`src/rtl/packer_pkg.sv`:
```
// rtl/packer_pkg.sv - shared state encoding and widths for the byte-to-word packer
package packer_pkg;

    localparam int BYTE_W_DEF = 8;
    localparam int WORD_W = 2 * BYTE_W_DEF;
    localparam logic [7:0] DEFAULT_PAD = 8'h00;

    typedef enum logic [1:0] {
        ST_EMPTY = 2'd0,
        ST_HALF  = 2'd1,
        ST_PEND  = 2'd2
    } state_t;

endpackage

```
`src/rtl/sat_counter.sv`:
```
// rtl/sat_counter.sv - saturating up-counter with synchronous clear
module sat_counter #(
    parameter int CNT_W = 5
) (
    input  logic             clk,
    input  logic             rst,
    input  logic             inc,
    input  logic             clr,
    output logic [CNT_W-1:0] count
);

    // An increment landing on the clear edge belongs to the next frame.
    always_ff @(posedge clk or posedge rst) begin
        if (rst) begin
            count <= '0;
        end else if (clr) begin
            count <= inc ? CNT_W'(1) : '0;
        end else if (inc && (count != {CNT_W{1'b1}})) begin
            count <= count + CNT_W'(1);
        end
    end

endmodule

```
`src/rtl/byte_word_packer.sv`:
```
// rtl/byte_word_packer.sv - packs a handshaked byte stream into FIFO words with frame accounting
module byte_word_packer
    import packer_pkg::*;
#(
    parameter int                BYTE_W   = 8,
    parameter logic [BYTE_W-1:0] PAD      = BYTE_W'(DEFAULT_PAD),
    parameter bit                HI_FIRST = 1'b0,
    parameter int                CNT_W    = 5
) (
    input  logic                clk,
    input  logic                rst,
    input  logic                in_valid,
    input  logic [BYTE_W-1:0]   in_byte,
    input  logic                in_last,
    output logic                in_ready,
    input  logic                fifo_full,
    output logic                fifo_w,
    output logic [2*BYTE_W-1:0] fifo_data,
    output logic                frame_done,
    output logic [CNT_W-1:0]    word_count
);

    state_t              state_q, state_d;
    logic [BYTE_W-1:0]   held_q, held_d;
    logic [2*BYTE_W-1:0] data_q, data_d;
    logic                last_q, last_d;
    logic                frame_done_q;
    logic                accept;

    function automatic logic [2*BYTE_W-1:0] pack_pair(input logic [BYTE_W-1:0] first,
                                                      input logic [BYTE_W-1:0] second);
        return HI_FIRST ? {first, second} : {second, first};
    endfunction

    assign fifo_w     = (state_q == ST_PEND) & ~fifo_full;
    assign in_ready   = ~rst & ((state_q != ST_PEND) | ~fifo_full);
    assign accept     = in_valid & in_ready;
    assign fifo_data  = data_q;
    assign frame_done = frame_done_q;

    always_comb begin
        state_d = state_q;
        held_d  = held_q;
        data_d  = data_q;
        last_d  = last_q;
        case (state_q)
            ST_HALF: begin
                if (accept) begin
                    data_d  = pack_pair(held_q, in_byte);
                    last_d  = in_last;
                    state_d = ST_PEND;
                end
            end
            default: begin
                // A pending word that drains this cycle frees the slot for a new first byte.
                if ((state_q != ST_PEND) || fifo_w) begin
                    state_d = ST_EMPTY;
                    if (accept) begin
                        held_d = in_byte;
                        if (in_last) begin
                            data_d  = pack_pair(in_byte, PAD);
                            last_d  = 1'b1;
                            state_d = ST_PEND;
                        end else begin
                            state_d = ST_HALF;
                        end
                    end
                end
            end
        endcase
    end

    always_ff @(posedge clk or posedge rst) begin
        if (rst) begin
            state_q      <= ST_EMPTY;
            held_q       <= '0;
            data_q       <= '0;
            last_q       <= 1'b0;
            frame_done_q <= 1'b0;
        end else begin
            state_q      <= state_d;
            held_q       <= held_d;
            data_q       <= data_d;
            last_q       <= last_d;
            frame_done_q <= fifo_w & last_q;
        end
    end

    sat_counter #(.CNT_W(CNT_W)) u_word_cnt (
        .clk   (clk),
        .rst   (rst),
        .inc   (fifo_w),
        .clr   (frame_done_q),
        .count (word_count)
    );

endmodule

```
`config.mk`:
```
export PLATFORM = sky130hd
export DESIGN_NAME = byte_word_packer
export DESIGN_NICKNAME = d
export VERILOG_FILES = /design/src/rtl/packer_pkg.sv /design/src/rtl/sat_counter.sv /design/src/rtl/byte_word_packer.sv
export SDC_FILE = /design/constraint.sdc
export NUM_CORES = 1
export LEC_CHECK = 0
export ABC_AREA = 1
export CAP_MARGIN = 20
export CORE_ASPECT_RATIO = 1.4
export CORE_MARGIN = 3
export CORE_UTILIZATION = 35
export DETAILED_ROUTE_END_ITERATION = 16
export PLACE_DENSITY_LB_ADDON = 0.12
export SLEW_MARGIN = 20
export SYNTH_ARGS = -nofsm -noshare
export SYNTH_HDL_FRONTEND = slang
export SYNTH_SLANG_ARGS = --single-unit
```
`constraint.sdc`:
```
create_clock -name clk -period 1.4 [get_ports clk]
set_input_delay 0.21 -clock clk [delete_from_list [all_inputs] [get_ports clk]]
set_output_delay 0.21 -clock clk [all_outputs]
set_load 0.005 [all_outputs]
```
* Word-level counts from Yosys, hierarchy flattened
Index checks and enable logic that the tools add are counted.
Widths: inputs -> output; s select.
** Cells by class
- $add $sub $neg :: 1
- Equal/unequal tests :: 6
- Mux-type cells :: 18
- Bitwise gates (word level) :: 8
- Reductions and logical operators :: 8
** Operators by type and width (number)
- $mux 16 :: 5
- $mux 2 :: 5
- $mux 5 :: 2
- $mux 1 :: 6
- $ne 2x2->1 const B :: 3
- $reduce_bool 2->1 :: 3
- $add 5x1->5 const B :: 1
- $ne 5x5->1 const B :: 1
- $and 1x1->1 :: 4
- $reduce_and 4->1 :: 1
- $not 1->1 :: 3
- $reduce_and 3->1 :: 1
- $eq 2x1->1 const B :: 1
- $eq 2x2->1 const B :: 1
- $reduce_and 2->1 :: 1
- $logic_and 1x1->1 :: 1
- $logic_or 1x1->1 :: 1
- $or 1x1->1 :: 1
** Word-level totals
- Flip-flop bits (word level) :: 33
- Input bits :: 13
- Output and inout port bits :: 24
- Word-level logic and storage cells :: 47

* Logic depth before layout (Yosys ltp)
Gate-level depths: netlist (run 1).
- Depth in word-level cells :: 7
- Depth in mapped cells :: 8
- Depth with buffers taken out :: 8

* By module
From an unflattened synthesis (run 1), not the netlist that was laid out.
** Unflattened totals
- Cell total of the unflattened synthesis :: 186
- Area, all modules :: 1536.5 µm²
** By module, submodules not included
- byte_word_packer :: instances 1, cells an instance 152, area an instance 1257.5 µm², seq. area each 700.7 µm²
- sat_counter :: instances 1, cells an instance 34, area an instance 279.0 µm², seq. area each 125.1 µm²

* Worst setup path before layout (run 1)
No wires, ideal clock.
- Path kind :: reg-to-reg
- Start point :: register u_word_cnt.count[0]
- End point :: register u_word_cnt.count[0]
- Library setup time :: 0.121 ns
- Data arrival time :: 1.256 ns
- Data required time :: 1.279 ns
- Slack :: 0.023 ns
- Stages on the path, launching flop included :: 9
- Buffers on the path :: 0
- Clock period less this slack :: 1.377 ns
- Cell sequence :: dfrtp_1 -> ha_1 -> nand2_1 -> nor2_1 -> ha_1 -> nor2_4 -> nor2_2 -> nand2_1 -> nand2_1
** On the way
- Word-level cells in the longest chain between the ends :: 3
- Elaborated cells between the ends (all ways) :: 6
- Classes of those cells :: add/sub: 1; eq/ne: 1; mux: 2; reduce/logical: 2
** Ends and longest elaborated chain
- start, declared :: line sat_counter.sv:9 : output logic [CNT_W-1:0] count
- start signal, assigned :: line sat_counter.sv:17 : count <= inc ? CNT_W'(1) : '0;
- start signal, assigned :: line sat_counter.sv:19 : count <= count + CNT_W'(1);
- $add 5x1->5 or $ne 5x5->1 (tied branches) :: line sat_counter.sv:19, sat_counter.sv:18
- $mux 5 or $logic_and 1x1->1 (tied branches) :: line sat_counter.sv:18 : end else if (inc && (count != {CNT_W{1'b1}})) begin
- $mux 5 or $reduce_bool 2->1 (tied branches)
Several ways; a longest one is shown, not always the timed one. The select of a mux whose other input is x is not followed.
A chain may end at the register's enable or synchronous reset.

* Worst setup path in the final report (run 1)
- Start point :: register u_word_cnt.count[1]
- End point :: register u_word_cnt.count[2]
The elaborated chain is that of the path after synthesis.

==> results.sh, run 1 <==
export IMPL_grtUsageTotal=0.137
export IMPL_layout_commonest_cell="nand2_1"
export IMPL_dr_pass1_iters=4
export IMPL_synth_top_area_share=0.531
export IMPL_cts_buffer_depth=2
export IMPL_cts_hold_buf=0
export IMPL_critPathSlowestCell="dfrtp_1"
export IMPL_clock_sinks=33
export IMPL_maxCapViolCount=0
export IMPL_seqPwrFrac=0.427
export IMPL_reg2reg_depth=8
export IMPL_min_path_type="input pin to async pin"
export IMPL_overflow=0
export IMPL_path_class="register to register"
export IMPL_cts_tree="yes"
export IMPL_slowest_delay_ns=0.38
export IMPL_synthDistinctLibCells=18
export IMPL_core_mm2=0.00427
export IMPL_start_util=0.364
export IMPL_fin_crit_ns=1.37
export IMPL_finalSetupViolations=0
export IMPL_ys_seq_area_frac=0.531
export IMPL_switching_power_mw=0.954
export IMPL_power_frac_comb=0.351
export IMPL_cts_root_buffer="clkbuf_8"
export IMPL_grt_pass1_wl_um=5730
export IMPL_peakVddDrop_mv=0.857
export IMPL_portBuffers=36
export IMPL_p_sw_frac=0.301
export IMPL_hold_violations=0
export IMPL_setup_slack_ns=0.0279
export IMPL_die_y_um=84.9
export IMPL_synth_cells=189
export IMPL_status="finished clean"
export IMPL_syn_cell_area_mm2=0.00156
export IMPL_r2r_start="u_word_cnt.count[1]"
export IMPL_power_frac_clock=0.222
export IMPL_arrival_ns=1.54
export IMPL_post_drt_wl_per_cell_um=11.0
export IMPL_clkTransAtPathRegs_ns=0.06
export IMPL_syn_num_nets=204
export IMPL_ys_ff_latch=33
export IMPL_ant_nets=0
export IMPL_fin_setup_tns_ns=0
export IMPL_timing_final_crit_share=0.980
export IMPL_final_cell_mix="nand2_1 (111), dfrtp_1 (33), clkdlybuf4s50_1 (26)"
export IMPL_yosysTopAreaCell="dfrtp_1"
export IMPL_route_detailed_drc=0
export IMPL_die_area_mm2=0.00529
export IMPL_fmax_ghz=0.729
export IMPL_cp_max_fo=6
export IMPL_start_kind="register"
export IMPL_relSlewSlack=0.758
export IMPL_h_tree_depth=2
export IMPL_io_pins=37
export IMPL_dp_hpwl_um=2520
export IMPL_drt_iter0_drc=27
export IMPL_drive_above_1_share=0.190
export IMPL_vias=1349
export IMPL_rsz0062_at_grt="yes"
export IMPL_globalplace_congestion=0.725
export IMPL_antenna_found_initial=0
export IMPL_r2r_end="u_word_cnt.count[2]"
export IMPL_place_ws_ns=-0.198
export IMPL_tightestPinTransition_ns=0.363
export IMPL_path_cells="ha_2, nand2_2, nor2_2, ha_2, nor2_4, nor2_4, nand2_1, nand2_1"
export IMPL_drt_wl_total_um=3440
export IMPL_required_ns=1.57
export IMPL_grt_pass1_vias=1262
export IMPL_die_x_um=62.4
export IMPL_cts_buffers=5
export IMPL_fin_nets=267
export IMPL_clk_latency_ns=0.28
export IMPL_post_drt_via_cell_ratio=4.32
export IMPL_r2r_slack_ns=0.03
export IMPL_antenna_cells=0
export IMPL_finalCoreUtilization=0.533
export IMPL_slew_violations=0
export IMPL_grt_max_degree=30
export IMPL_internal_power_mw=2.21
export IMPL_synth_avg_cell_area_um2=8.24
export IMPL_startpoint="u_word_cnt.count[1]"
export IMPL_synth_area_leaders="dfrtp_1 (53%), nand2_1 (27%), nand4_4 (2.7%)"
export IMPL_ys_warn_count=0
export IMPL_fin_skew_ns=0.00236
export IMPL_area_growth_pct=46.5
export IMPL_power_density_mw_per_mm2=1390
export IMPL_num_rows=28
export IMPL_crit_path_end_kind="register"
export IMPL_leakage_nw=1.26
## metal layers
metal | track usage | vias up | wire length [µm]
met3 | 0.0437 | 6 | 146
met1 | 0.152 | 602 | 1470
met4 | 0.0602 | 0 | 61
met2 | 0.241 | 27 | 1760
li1 | - | 714 | -
met5 | 0 | - | 0
## worst max-delay path, delay by kind of cell, from the launching register on
kind / cells / cell delay (ns)
DFF: 1 / 0.38
and+or+nand+nor: 6 / 0.50
adders and majority gates: 2 / 0.39
## through the flow
| step | hold WS (ns) | instances | power, mW | cell area, µm² |
|---|---|---|---|---|
| finish | 0.262 | 312 | 3.17 | 2280 |
| global route | 0.276 | 312 | 3.44 | 2280 |
| CTS | 0.272 | 305 | 3.13 | 2180 |
| detailed placement | 0.462 | 295 | 2.43 | 2070 |
| global placement | 0.463 | 295 | 2.42 | 2070 |
| floorplan | 0.207 | 189 | 1.85 | 1560 |
## timing repair
| action | 4_1_cts | 5_1_grt |
|---|---|---|
| buffers inserted | 3 | 5 |
| pin swaps | 1 | 11 |
| gates resized for setup | 9 | 11 |
| cloned | 0 | 2 |
| setup endpoints to repair | 11 | 31 |
## flip-flops by register name, indices dropped and copies added, names as in the netlist
| register | count |
|---|---|
| fifo_data | 16 |
| frame_done | 1 |
| held_q | 8 |
| last_q | 1 |
| state_q | 2 |
| u_word_cnt.count | 5 |
## Yosys cell counts, drive strengths merged
| cell type | instances |
|---|---|
| inv | 14 |
| clkinv | 1 |
| a21oi | 1 |
| dfrtp | 33 |
| nor2 | 7 |
| buf | 2 |
| or2 | 1 |
| nand4 | 6 |
| ha | 2 |
| nand3 | 6 |
| o21ai | 1 |
| nand2 | 115 |
## cells by family after synthesis
family,count (synthesis),share of synthesized area
AND/OR/NAND/NOR,135,0.396
AO/OA/AOI/OAI,2,0.00642
adder cells (fa/ha/maj),2,0.0161
flip-flops,33,0.531
buffers and inverters,17,0.0506
## worst max-delay path by stage
| stage | end | slack [ns] | depth (start not counted) |
|---|---|---|---|
| 4_1_cts | fifo_data[7] | -0.02 | 7 |
| 5_1_grt | u_word_cnt.count[3] | -0.08 | 8 |
| 3_5_place_dp | fifo_w | -0.20 | 5 |
| 3_3_place_gp | fifo_w | -0.18 | 5 |
| 2_1_floorplan | u_word_cnt.count[0] | 0.02 | 8 |
| 6_report | u_word_cnt.count[2] | 0.03 | 8 |
## power by group through the flow
stage	Combinational (mW)	Clock, mW	Sequential [mW]
after global placement	1.04	0	1.38
after detailed placement	1.06	0	1.37
after CTS	1.05	0.721	1.36
after global routing	1.25	0.791	1.39
final	1.11	0.703	1.35
after floorplan	0.453	0	1.40
## cell type report
| cell class | instances | area (µm²) |
|---|---|---|
| clock buffers | 7 | 86.3 |
| fillers | 434 | 1990 |
| inverters | 15 | 56.3 |
| multi-input cells | 141 | 713 |
| flip-flops and latches | 33 | 826 |
| well taps | 60 | 75.1 |
| repair buffers | 56 | 523 |
Note: power is estimated with default switching activity, not from simulation.
==> run 2: changes to the inputs <==
- clock period: 1.4 -> 1.2 ns (I/O delays scaled with it)
==> results.sh, run 2 (synthesized netlist as in run 1, its figures left out) <==
export IMPL_drt_iter0_drc=32
export IMPL_final_cell_mix="nand2_1 (86), dfrtp_1 (33), buf_4 (24)"
export IMPL_finalSetupViolations=31
export IMPL_switching_power_mw=1.26
export IMPL_layout_commonest_cell="nand2_1"
export IMPL_route_detailed_drc=0
export IMPL_dp_hpwl_um=2690
export IMPL_relSlewSlack=0.816
export IMPL_ant_nets=0
export IMPL_antenna_found_initial=0
export IMPL_status="complete, but fails checks"
export IMPL_fin_nets=280
export IMPL_crit_path_frequent_cell="nor2_4"
export IMPL_cts_root_buffer="clkbuf_8"
export IMPL_clock_sinks=33
export IMPL_cts_buffers=5
export IMPL_peakVddDrop_mv=1.01
export IMPL_leakage_nw=1.37
export IMPL_crit_buf_inv=0
export IMPL_grt_max_degree=14
export IMPL_antenna_cells=0
export IMPL_stdcell_count=326
export IMPL_io_pins=37
export IMPL_grt_pass1_vias=1447
export IMPL_maxCapViolCount=0
export IMPL_p_sw_frac=0.305
export IMPL_cts_buffer_depth=2
export IMPL_start_util=0.364
export IMPL_final_area_mm2=0.00250
export IMPL_required_ns=1.37
export IMPL_area_growth_pct=60.7
export IMPL_globalplace_congestion=0.736
export IMPL_overflow=0
export IMPL_power_frac_comb=0.358
export IMPL_placed_cells=302
export IMPL_tightestPinTransition_ns=0.276
export IMPL_crit_path_end_kind="register"
export IMPL_critPathSlowestCell="dfrtp_1"
export IMPL_timing_final_crit_share=1.14
export IMPL_power_density_mw_per_mm2=1660
export IMPL_post_drt_wl_per_cell_um=11.9
export IMPL_fin_setup_tns_ns=-1.46
export IMPL_post_drt_via_cell_ratio=4.47
export IMPL_cts_tree="yes"
export IMPL_cts_hold_buf=0
export IMPL_fin_skew_ns=0.00677
export IMPL_slowest_delay_ns=0.39
export IMPL_num_rows=28
export IMPL_internal_power_mw=2.88
export IMPL_violations="setup timing"
export IMPL_cp_max_fo=6
export IMPL_largest_reg_flops=16
export IMPL_power_frac_clock=0.259
export IMPL_die_y_um=84.9
export IMPL_seqPwrFrac=0.383
export IMPL_grtUsageTotal=0.156
export IMPL_path_cells="ha_2, nand2_2, nor2_4, ha_4, nor2_4, nor2_4, nand2_1, nand2_1"
export IMPL_rsz0062_at_grt="yes"
export IMPL_h_tree_depth=2
export IMPL_min_path_type="input pin to async pin"
export IMPL_start_kind="register"
export IMPL_vias=1458
export IMPL_setup_slack_ns=-0.166
export IMPL_clk_latency_ns=0.29
export IMPL_die_x_um=62.4
export IMPL_hold_violations=0
export IMPL_placed_cell_area_mm2=0.00214
export IMPL_crit_family="simple AND/OR/NAND/NOR gates"
export IMPL_fin_crit_ns=1.37
export IMPL_path_class="register to register"
export IMPL_drt_wl_total_um=3890
export IMPL_arrival_ns=1.54
export IMPL_die_area_mm2=0.00529
export IMPL_fmax_ghz=0.732
export IMPL_slew_violations=0
export IMPL_portBuffers=36
export IMPL_clkTransAtPathRegs_ns=0.06
export IMPL_dr_pass1_iters=4
export IMPL_grt_pass1_wl_um=6560
export IMPL_core_mm2=0.00427
export IMPL_drive_above_1_share=0.353
-- run 2: path summary, 6_finish.rpt --
check	start	endpoint	slack, ns	depth (start not counted)
hold reg to reg	fifo_data[7]	fifo_data[7]	0.47	2
setup / recovery	u_word_cnt.count[0]	u_word_cnt.count[1]	-0.17	8
hold / removal	rst	state_q[1]	0.25	3
min in group clk	fifo_data[7]	fifo_data[7]	0.47	2
setup reg to reg	u_word_cnt.count[0]	u_word_cnt.count[1]	-0.17	8
max in group asynchronous	rst	held_q[3]	0.51	5
-- run 2: power groups by stage --
stage,clock network [mW],logic (mW),registers [mW]
global placement,0,1.28,1.61
CTS,1.11,1.37,1.58
floorplan,0,0.534,1.63
global route,1.17,1.64,1.63
finish,1.07,1.48,1.59
detailed placement,0,1.30,1.61
-- run 2: per-stage QoR --
stage | hold slack (ns) | worst slack [ns] | power [mW] | utilization
4_1_cts | 0.240 | -0.153 | 4.05 | 0.554
3_3_place_gp | 0.460 | -0.323 | 2.89 | 0.500
6_report | 0.250 | -0.166 | 4.14 | 0.585
5_1_grt | 0.267 | -0.261 | 4.44 | 0.585
3_5_place_dp | 0.462 | -0.335 | 2.92 | 0.500
2_1_floorplan | 0.0643 | -0.0939 | 2.17 | -
-- run 2: per-layer routing --
layer | vias to the layer above | GRT usage | part of all wire
li1 | 729 | - | -
met1 | 691 | 0.176 | 0.39
met2 | 31 | 0.280 | 0.56
met3 | 7 | 0.0384 | 0.038
met4 | 0 | 0.0663 | 0.020
met5 | - | 0 | 0
-- run 2: layout make-up --
| class | count | area [µm²] |
|---|---|---|
| multi-input cells | 139 | 782 |
| repair buffers | 71 | 639 |
| inverters | 15 | 62.6 |
| flip-flops and latches | 33 | 826 |
| well taps | 60 | 75.1 |
| clock buffers | 7 | 86.3 |
| clock inverters | 1 | 30.0 |
| fillers | 447 | 1770 |
-- run 2: worst reg2reg max path: stages (launching register included) --
cell and delay (ns):
dfrtp_1 0.39, ha_2 0.19, nand2_2 0.10, nor2_4 0.05, ha_4 0.16, nor2_4 0.18
nor2_4 0.07, nand2_1 0.07, nand2_1 0.05
-- run 2: repair_timing --
item | 4_1_cts | 5_1_grt
endpoints found under the setup margin | 54 | 34
pin swaps | 5 | 25
gates resized for setup | 38 | 49
setup buffers | 14 | 2
cloned | 0 | 1
==> run 3: changes to the inputs <==
- CORE_UTILIZATION: 35 -> 44
==> results.sh, run 3 (synthesized netlist as in run 1, its figures left out) <==
export IMPL_crit_buf_inv=0
export IMPL_portBuffers=36
export IMPL_maxCapViolCount=0
export IMPL_grt_max_degree=16
export IMPL_startpoint="u_word_cnt.count[1]"
export IMPL_clock_sinks=33
export IMPL_clk_latency_ns=0.29
export IMPL_clkTransAtPathRegs_ns=0.07
export IMPL_placed_cells=278
export IMPL_crit_end="u_word_cnt.count[4]"
export IMPL_crit_family="simple AND/OR/NAND/NOR gates"
export IMPL_post_drt_via_cell_ratio=4.93
export IMPL_die_x_um=56.3
export IMPL_antenna_cells=0
export IMPL_fin_crit_ns=1.38
export IMPL_power_density_mw_per_mm2=1550
export IMPL_reg2reg_depth=8
export IMPL_setup_slack_ns=-0.184
export IMPL_start_util=0.480
export IMPL_layout_commonest_cell="nand2_1"
export IMPL_cp_max_fo=6
export IMPL_cts_hold_buf=0
export IMPL_slew_violations=0
export IMPL_cts_tree="yes"
export IMPL_drt_iter0_drc=62
export IMPL_drt_wl_total_um=4180
export IMPL_final_cell_mix="nand2_1 (94), dfrtp_1 (32), buf_4 (29)"
export IMPL_tightestPinTransition_ns=0.528
export IMPL_stdcell_count=308
export IMPL_dp_hpwl_um=2690
export IMPL_relSlewSlack=0.648
export IMPL_fin_setup_tns_ns=-1.76
export IMPL_r2r_slack_ns=-0.18
export IMPL_core_mm2=0.00324
export IMPL_largest_reg_flops=16
export IMPL_path_cells="ha_2, nand2_2, nor2_2, ha_2, nor2_4, nor2_4, nand2_1, nand2_1"
export IMPL_cts_root_buffer="clkbuf_8"
export IMPL_ant_nets=0
export IMPL_area_growth_pct=58.8
export IMPL_r2r_end="u_word_cnt.count[4]"
export IMPL_fmax_ghz=0.723
export IMPL_globalplace_congestion=0.834
export IMPL_arrival_ns=1.56
export IMPL_grt_pass1_wl_um=7240
export IMPL_required_ns=1.37
export IMPL_cts_buffers=5
export IMPL_rsz0062_at_grt="yes"
export IMPL_finalSetupViolations=24
export IMPL_grtUsageTotal=0.214
export IMPL_seq_area_um2=827
export IMPL_cts_buffer_depth=2
export IMPL_peakVddDrop_mv=1.27
export IMPL_grt_pass1_vias=1600
export IMPL_timing_final_crit_share=1.15
export IMPL_status="complete, but fails checks"
export IMPL_cp_num_cells=8
export IMPL_path_class="register to register"
export IMPL_die_area_mm2=0.00430
export IMPL_place_ws_ns=-0.335
export IMPL_placed_cell_area_mm2=0.00208
export IMPL_leakage_nw=1.35
export IMPL_fin_nets=283
export IMPL_final_area_mm2=0.00247
export IMPL_vias=1517
export IMPL_min_path_type="input pin to async pin"
export IMPL_num_rows=24
export IMPL_start_kind="register"
export IMPL_r2r_start="u_word_cnt.count[1]"
export IMPL_violations="setup timing"
export IMPL_nFillCells=244
export IMPL_h_tree_depth=2
export IMPL_route_detailed_drc=0
export IMPL_crit_path_end_kind="register"
export IMPL_hold_violations=0
export IMPL_dr_pass1_iters=4
export IMPL_post_drt_wl_per_cell_um=13.6
export IMPL_p_total_mw=3.84
export IMPL_overflow=0
export IMPL_slowest_delay_ns=0.40
export IMPL_antenna_found_initial=0
export IMPL_io_pins=37
export IMPL_critPathSlowestCell="dfrtp_1"
export IMPL_multi_input_comb_area_um2=808
export IMPL_fin_skew_ns=0.00904
export IMPL_die_y_um=76.4
export IMPL_drive_above_1_share=0.338
## run 3: cell types whose count changed in the layout (fill, tap and decap cells not counted), moves of 3 or more
cell,change
nand2_1,+8
nand4_4,+3
nand2_4,-6
buf_6,-6
nand2_2,-4
buf_4,+5
## run 3: report_power, final
part / switching, mW / leakage (nW) / total, mW / internal [mW]
sequential: 0.171 / 0.421 / 1.59 / 1.42
clock: 0.384 / 0.0450 / 0.785 / 0.401
combinational: 0.717 / 0.884 / 1.47 / 0.751
## run 3: worst min-delay path by stage
| stage | start | endpoint | slack (ns) | cells after the start |
|---|---|---|---|---|
| after floorplan | rst | fifo_data[0] | 0.06 | 1 |
| after global routing | rst | fifo_data[8] | 0.30 | 3 |
| after global placement | fifo_data[11] | fifo_data[11] | 0.46 | 2 |
| final | rst | state_q[0] | 0.27 | 3 |
| after detailed placement | fifo_data[9] | fifo_data[9] | 0.46 | 2 |
| after CTS | rst | state_q[0] | 0.25 | 3 |
## run 3: metrics by stage
step	hold WS (ns)	util
6_report	0.267	0.762
3_3_place_gp	0.456	0.640
5_1_grt	0.299	0.762
3_5_place_dp	0.462	0.640
4_1_cts	0.251	0.737
2_1_floorplan	0.0643	-
## run 3: final cells by class
cell class / count / share of cell area
clock inverter: 2 / 0.00405
tap: 39 / 0.0197
timing repair buffer: 71 / 0.256
clock buffer: 6 / 0.0294
inverter: 15 / 0.0289
multi-input combinational: 142 / 0.327
sequential: 33 / 0.335
## run 3: tightest hold or removal path, delay by kind of cell
family,cells,cell delay (ns)
buffers and inverters,3,0.69
## run 3: routing by layer
layer / GRT usage / routed length [µm]
met1: 0.239 / 1700
met2: 0.386 / 2270
met3: 0.0390 / 146
met4: 0.0974 / 61
met5: 0 / 0
## run 3: repair_timing
action | CTS | global route
buffers inserted | 17 | 4
pin swaps | 15 | 30
endpoints found under the setup margin | 54 | 35
gates cloned | 3 | 0
gates resized for setup | 56 | 31
